File: src/rtl/cw305_pmul_pkg.sv
// Shared types and sizing for the CW305 point-multiplication sequencer.
package cw305_pmul_pkg;

  localparam int unsigned PMUL_WORDS   = 8;
  localparam int unsigned PMUL_WORD_W  = 32;
  localparam int unsigned PMUL_OP_W    = PMUL_WORDS * PMUL_WORD_W;
  localparam int unsigned PMUL_WADDR_W = 3;
  localparam int unsigned PMUL_CNT_W   = 4;

  typedef enum logic [2:0] {
    ST_IDLE   = 3'd0,
    ST_LOAD   = 3'd1,
    ST_LAUNCH = 3'd2,
    ST_WAIT   = 3'd3,
    ST_STORE  = 3'd4,
    ST_DONE   = 3'd5
  } pmul_state_e;

endpackage

File: src/rtl/cw305_pmul_seq.sv
// Crypto-clock sequencer: fetch k/gx/gy word-wise, launch the core, write rx/ry back.
module cw305_pmul_seq
  import cw305_pmul_pkg::*;
#(
  parameter int unsigned pWORDS       = PMUL_WORDS,
  parameter int unsigned pWORD_WIDTH  = PMUL_WORD_W,
  parameter int unsigned pWADDR_WIDTH = PMUL_WADDR_W
) (
  input  logic                            crypto_clk,
  input  logic                            reset_n,
  input  logic                            start_i,
  output logic [pWADDR_WIDTH-1:0]         k_addr,
  input  logic [pWORD_WIDTH-1:0]          k_word_i,
  output logic [pWADDR_WIDTH-1:0]         gx_addr,
  output logic [pWADDR_WIDTH-1:0]         gy_addr,
  input  logic [pWORD_WIDTH-1:0]          gx_word_i,
  input  logic [pWORD_WIDTH-1:0]          gy_word_i,
  output logic [pWORDS*pWORD_WIDTH-1:0]   core_k,
  output logic [pWORDS*pWORD_WIDTH-1:0]   core_gx,
  output logic [pWORDS*pWORD_WIDTH-1:0]   core_gy,
  output logic                            core_start,
  input  logic                            core_done,
  input  logic [pWORDS*pWORD_WIDTH-1:0]   core_rx,
  input  logic [pWORDS*pWORD_WIDTH-1:0]   core_ry,
  output logic [pWADDR_WIDTH-1:0]         rx_addr,
  output logic [pWADDR_WIDTH-1:0]         ry_addr,
  output logic                            rx_wren,
  output logic                            ry_wren,
  output logic [pWORD_WIDTH-1:0]          rx_word,
  output logic [pWORD_WIDTH-1:0]          ry_word,
  output logic                            ready_o,
  output logic                            busy_o,
  output logic                            done_o
);

  localparam logic [PMUL_CNT_W-1:0]   CNT_LOAD_END  = PMUL_CNT_W'(pWORDS);
  localparam logic [PMUL_CNT_W-1:0]   CNT_STORE_END = PMUL_CNT_W'(pWORDS - 1);
  localparam logic [pWADDR_WIDTH-1:0] ADDR_LAST     = pWADDR_WIDTH'(pWORDS - 1);

  pmul_state_e               state_q, state_d;
  logic [PMUL_CNT_W-1:0]     cnt_q, cnt_d;
  logic [pWADDR_WIDTH-1:0]   cnt_addr;
  logic [pWADDR_WIDTH-1:0]   gidx;
  logic [pWADDR_WIDTH-1:0]   op_addr;
  logic [pWADDR_WIDTH-1:0]   res_addr;

  logic [pWORD_WIDTH-1:0]    k_q  [pWORDS];
  logic [pWORD_WIDTH-1:0]    gx_q [pWORDS];
  logic [pWORD_WIDTH-1:0]    gy_q [pWORDS];
  logic [pWORD_WIDTH-1:0]    rx_q [pWORDS];
  logic [pWORD_WIDTH-1:0]    ry_q [pWORDS];

  // Word index of the counter; gx/gy arrive one cycle late so they use cnt-1 (wraps 8 -> 7).
  assign cnt_addr = cnt_q[pWADDR_WIDTH-1:0];
  assign gidx     = cnt_addr - pWADDR_WIDTH'(1);

  // State and shared word counter.
  always_ff @(posedge crypto_clk) begin
    if (!reset_n) begin
      state_q <= ST_IDLE;
      cnt_q   <= '0;
    end else begin
      state_q <= state_d;
      cnt_q   <= cnt_d;
    end
  end

  // Next-state and state/counter-decoded outputs.
  always_comb begin
    state_d    = state_q;
    cnt_d      = cnt_q;
    ready_o    = 1'b0;
    busy_o     = 1'b1;
    done_o     = 1'b0;
    core_start = 1'b0;
    op_addr    = '0;
    res_addr   = '0;
    rx_wren    = 1'b0;
    ry_wren    = 1'b0;
    rx_word    = '0;
    ry_word    = '0;
    unique case (state_q)
      ST_IDLE: begin
        ready_o = 1'b1;
        busy_o  = 1'b0;
        if (start_i) begin
          state_d = ST_LOAD;
          cnt_d   = '0;
        end
      end
      ST_LOAD: begin
        op_addr = (cnt_q < CNT_LOAD_END) ? cnt_addr : ADDR_LAST;
        cnt_d   = cnt_q + PMUL_CNT_W'(1);
        if (cnt_q == CNT_LOAD_END) state_d = ST_LAUNCH;
      end
      ST_LAUNCH: begin
        core_start = 1'b1;
        state_d    = ST_WAIT;
      end
      ST_WAIT: begin
        if (core_done) begin
          state_d = ST_STORE;
          cnt_d   = '0;
        end
      end
      ST_STORE: begin
        rx_wren  = 1'b1;
        ry_wren  = 1'b1;
        res_addr = cnt_addr;
        rx_word  = rx_q[cnt_addr];
        ry_word  = ry_q[cnt_addr];
        cnt_d    = cnt_q + PMUL_CNT_W'(1);
        if (cnt_q == CNT_STORE_END) state_d = ST_DONE;
      end
      ST_DONE: begin
        done_o  = 1'b1;
        state_d = ST_IDLE;
      end
      default: state_d = ST_IDLE;
    endcase
  end

  assign k_addr  = op_addr;
  assign gx_addr = op_addr;
  assign gy_addr = op_addr;
  assign rx_addr = res_addr;
  assign ry_addr = res_addr;

  // Operand capture during LOAD and result capture on the first core_done in WAIT.
  always_ff @(posedge crypto_clk) begin
    if (!reset_n) begin
      for (int i = 0; i < int'(pWORDS); i++) begin
        k_q[i]  <= '0;
        gx_q[i] <= '0;
        gy_q[i] <= '0;
        rx_q[i] <= '0;
        ry_q[i] <= '0;
      end
    end else begin
      if (state_q == ST_LOAD) begin
        if (cnt_q < CNT_LOAD_END) k_q[cnt_addr] <= k_word_i;
        if (cnt_q != '0) begin
          gx_q[gidx] <= gx_word_i;
          gy_q[gidx] <= gy_word_i;
        end
      end
      if (state_q == ST_WAIT && core_done) begin
        for (int i = 0; i < int'(pWORDS); i++) begin
          rx_q[i] <= core_rx[i*pWORD_WIDTH +: pWORD_WIDTH];
          ry_q[i] <= core_ry[i*pWORD_WIDTH +: pWORD_WIDTH];
        end
      end
    end
  end

  // Flatten operand words onto the core buses.
  for (genvar gi = 0; gi < int'(pWORDS); gi++) begin : g_flat
    assign core_k [gi*pWORD_WIDTH +: pWORD_WIDTH] = k_q[gi];
    assign core_gx[gi*pWORD_WIDTH +: pWORD_WIDTH] = gx_q[gi];
    assign core_gy[gi*pWORD_WIDTH +: pWORD_WIDTH] = gy_q[gi];
  end

endmodule

File: config.mk
export PLATFORM = sky130hd
export DESIGN_NAME = cw305_pmul_seq
export DESIGN_NICKNAME = d
export VERILOG_FILES = /design/src/rtl/cw305_pmul_pkg.sv /design/src/rtl/cw305_pmul_seq.sv
export SDC_FILE = /design/constraint.sdc
export NUM_CORES = 1
export LEC_CHECK = 0
export BUFFER_PORTS_ARGS = -buffer_cell sky130_fd_sc_hd__buf_2
export CAP_MARGIN = 20
export CORE_AREA = 2 2 574 576
export DETAILED_ROUTE_END_ITERATION = 8
export DIE_AREA = 0 0 576 578
export PLACE_DENSITY = 0.34
export SLEW_MARGIN = 20
export SYNTH_ARGS = -nofsm -noshare
export SYNTH_HDL_FRONTEND = slang
export SYNTH_SLANG_ARGS = --single-unit
File: constraint.sdc
create_clock -name crypto_clk -period 61.4 [get_ports crypto_clk]
set_input_delay 12.28 -clock crypto_clk [delete_from_list [all_inputs] [get_ports crypto_clk]]
set_output_delay 12.28 -clock crypto_clk [all_outputs]
set_load 0.005 [all_outputs]
==> flow_summary.yaml <==
status:
  status: "finished clean"
cts:
  clkSinkCount: 1290
  cts.clk_slew.worst_paths_ns: 0.06
  cts_buffers: 168
  ctsResizeCount: 0
  clk_latency_ns: 0.85
  htreeDepth: 4
  postCtsSetupRepairBufs: 0
  clock_path_buffers: 4
  clockRootBuffer: "clkbuf_16"
  cts_tree: "done"
  cts_hold_buffers: 0
grt:
  grt_antenna_before_repair: 160
  globalRouteOverflowTotal: 0
  grt_pass1_wl_um: 337000
  grt_max_degree: 210
  gr-usage-all-layers_pct: 14.9
  first_global_vias: 35384
critical_path:
  critical_path_class: "input port to flop"
  crit_arrival_ns: 18.04
  critPathLaunchType: "input port"
  cp_num_buf_inv: 7
  cp_cell_sequence: "buf_2 > nand2_1 > o21ai_4 > buf_4 > buf_4 > buf_4 > buf_4 > buf_4 > buf_4"
  critPathCaptureType: "flop"
  required_ns: 61.82
  cpMostUsedCell: "buf_4"
  worst-path-max-fanout: 74
  cp_slowest_cell: "buf_4"
  critPathTopFamily: "buffers and inverters"
  cpPeakStageDelay_ns: 0.88
die:
  die_y_um: 578
  core_um2: 326000
  rows: 210
  top_level_ports: 1465
  die-area_um2: 333000
  initial_core_util_pct: 15.9
  die_x_um: 576
logic_synthesis:
  ys_warn_count: 0
  synth-seq-cells: 1290
  async_reset_ff_share_pct: 0
  avgSynthCellArea_um2: 16.6
  yosys-top-cells-count: "edfxtp_1 (1280), and2_1 (775), and3_1 (512)"
  synth.net_count: 3733
  synth-edff-count: 1280
  synth.most_common_cell: "edfxtp_1"
  syn_area_um2: 51900
  ys_seq_area_share_pct: 74.5
  synth_cells: 3119
  synthTopCellsByArea: "edfxtp_1 (74%), and2_1 (9.3%), and3_1 (6.2%)"
  yosysTopAreaCell: "edfxtp_1"
  synth_top_area_share_pct: 74.1
  synthFlopType: "edfxtp_1"
  ys_types: 38
power:
  p_int_mw: 1.60
  cellPowerDensity_nw_per_um2: 30.5
  power.switching_mw: 0.529
  comb_power_share_pct: 7.1
  power.leakage_nw: 29.1
  peakVddDrop_mv: 0.0193
  p_sw_share_pct: 24.9
  pwr-share-seq_pct: 47.7
  clockPowerShare_pct: 45.3
timing:
  finalSetupViolations: 0
  period_share_pct: 28.7
  finalMaxSlewViolations: 0
  final.setup_skew_ns: 0.0593
  tightest_slew_ns: 1.06
  fin_crit_ns: 17.62
  tns_ns: 0
  rsz0062_at_grt: "no"
  max_freq_mhz: 56.8
  hold_violations: 0
  max_slew_margin_pct: 29.2
  fin_ws_ns: 43.78
cells_and_area:
  post-route-util_pct: 21.4
  multi_input_area_um2: 12400
  drive_gt1_share_pct: 40.9
  final_nets: 5181
  regArea_um2: 38600
  synthToLayoutAreaGrowth_pct: 34.4
  n_fill_cell: 35159
placement:
  portBuffers: 1464
  pre_cts_ws_ns: 42.86
  dp_hpwl_um: 187000
  place_congestion: 0.799
routing:
  post_drt_wl_per_cell_um: 28.4
  drc: 0
  ant_nets: 0
  first_pass_iters: 8
  avgViaCountPerCell: 3.79
  vias: 34436
  drt_first_iter_violations: 2641
  routed_wl_um: 259000
hold_path:
  hold_path.class: "flop to flop"
job:
  maxCapViolations: 0
==> tightest hold or removal path, delay by kind of cell, from the launching register on <==
kind	cells	cell delay, ns
AOI/OAI and AO/OA	1	0.07
DFF	1	0.44
and+or+nand+nor	1	0.11
==> flip-flops by register name, summed over array words and instances (netlist names), named ones only <==
signal	cells
rx_q	256
gy_q	256
k_q	256
cnt_q	4
ry_q	256
state_q	3
gx_q	256
==> placed cells by master (no fill, tap or decap), types with 9 or more instances in the layout <==
cell type  instances
a22o_1            64
and2_1           772
and3_1           512
buf_2           1463
buf_4             62
bufinv_16         11
clkbuf_1          34
clkbuf_16        168
clkinv_1          43
clkinv_2          22
diode_2           53
edfxtp_1        1280
mux4_2           128
o21ai_4            9
==> layout make-up <==
cell class | instances | area share, %
Sequential cell | 1290 | 55.4
Multi-Input combinational cell | 1569 | 17.7
Timing Repair Buffer | 1532 | 11.4
Tap cell | 4346 | 7.80
Clock buffer | 202 | 6.21
Clock inverter | 97 | 1.25
Antenna cell | 53 | 0.190
Inverter | 6 | 0.0323
==> through the flow <==
step / instance area [µm²] / hold WS, ns / total power, mW / cells
floorplan: 51900 / 0.524 / 1.11 / 3119
global placement: 64300 / 0.675 / 1.19 / 8739
detailed placement: 64400 / 0.668 / 1.19 / 8743
CTS: 69600 / 0.676 / 2.17 / 9042
global route: 69700 / 0.701 / 2.21 / 9057
finish: 69700 / 0.668 / 2.13 / 9095
==> per-layer routing <==
layer,wire length (µm),track usage [%],up-vias
met3,26800,5.83,416
met4,8770,4.80,44
li1,-,-,14680
met2,119000,23.8,1654
met1,104000,18.3,17642
met5,292,0,-
==> final timing paths <==
kind,from,to,slack (ns),depth (start not counted)
worst min-delay path,state_q[1],state_q[1],0.67,2
worst max-delay path,core_done,ry_q[2][18],43.78,9
worst min register to register,state_q[1],state_q[1],0.67,2
worst max register to register,state_q[0],ry_q[2][18],54.64,8
==> logic make-up after synthesis <==
group | Yosys count | share of synthesized area [%]
flops | 1290 | 74.5
xor+xnor | 3 | 0.0506
buf+inv | 260 | 2.09
fa+ha+maj | 2 | 0.0482
simple gates | 1345 | 16.4
compound gates | 91 | 1.39
mux | 128 | 5.56
==> power by group through the flow <==
stage               sequential (mW)  combinational (mW)  clock, mW
floorplan                      1.06              0.0487          0
global placement               1.03               0.156          0
detailed placement             1.03               0.156          0
CTS                            1.02               0.157       1.00
global route                   1.02               0.162       1.03
finish                         1.02               0.150      0.964
No activity file was read; power rests on OpenSTA's default activity.
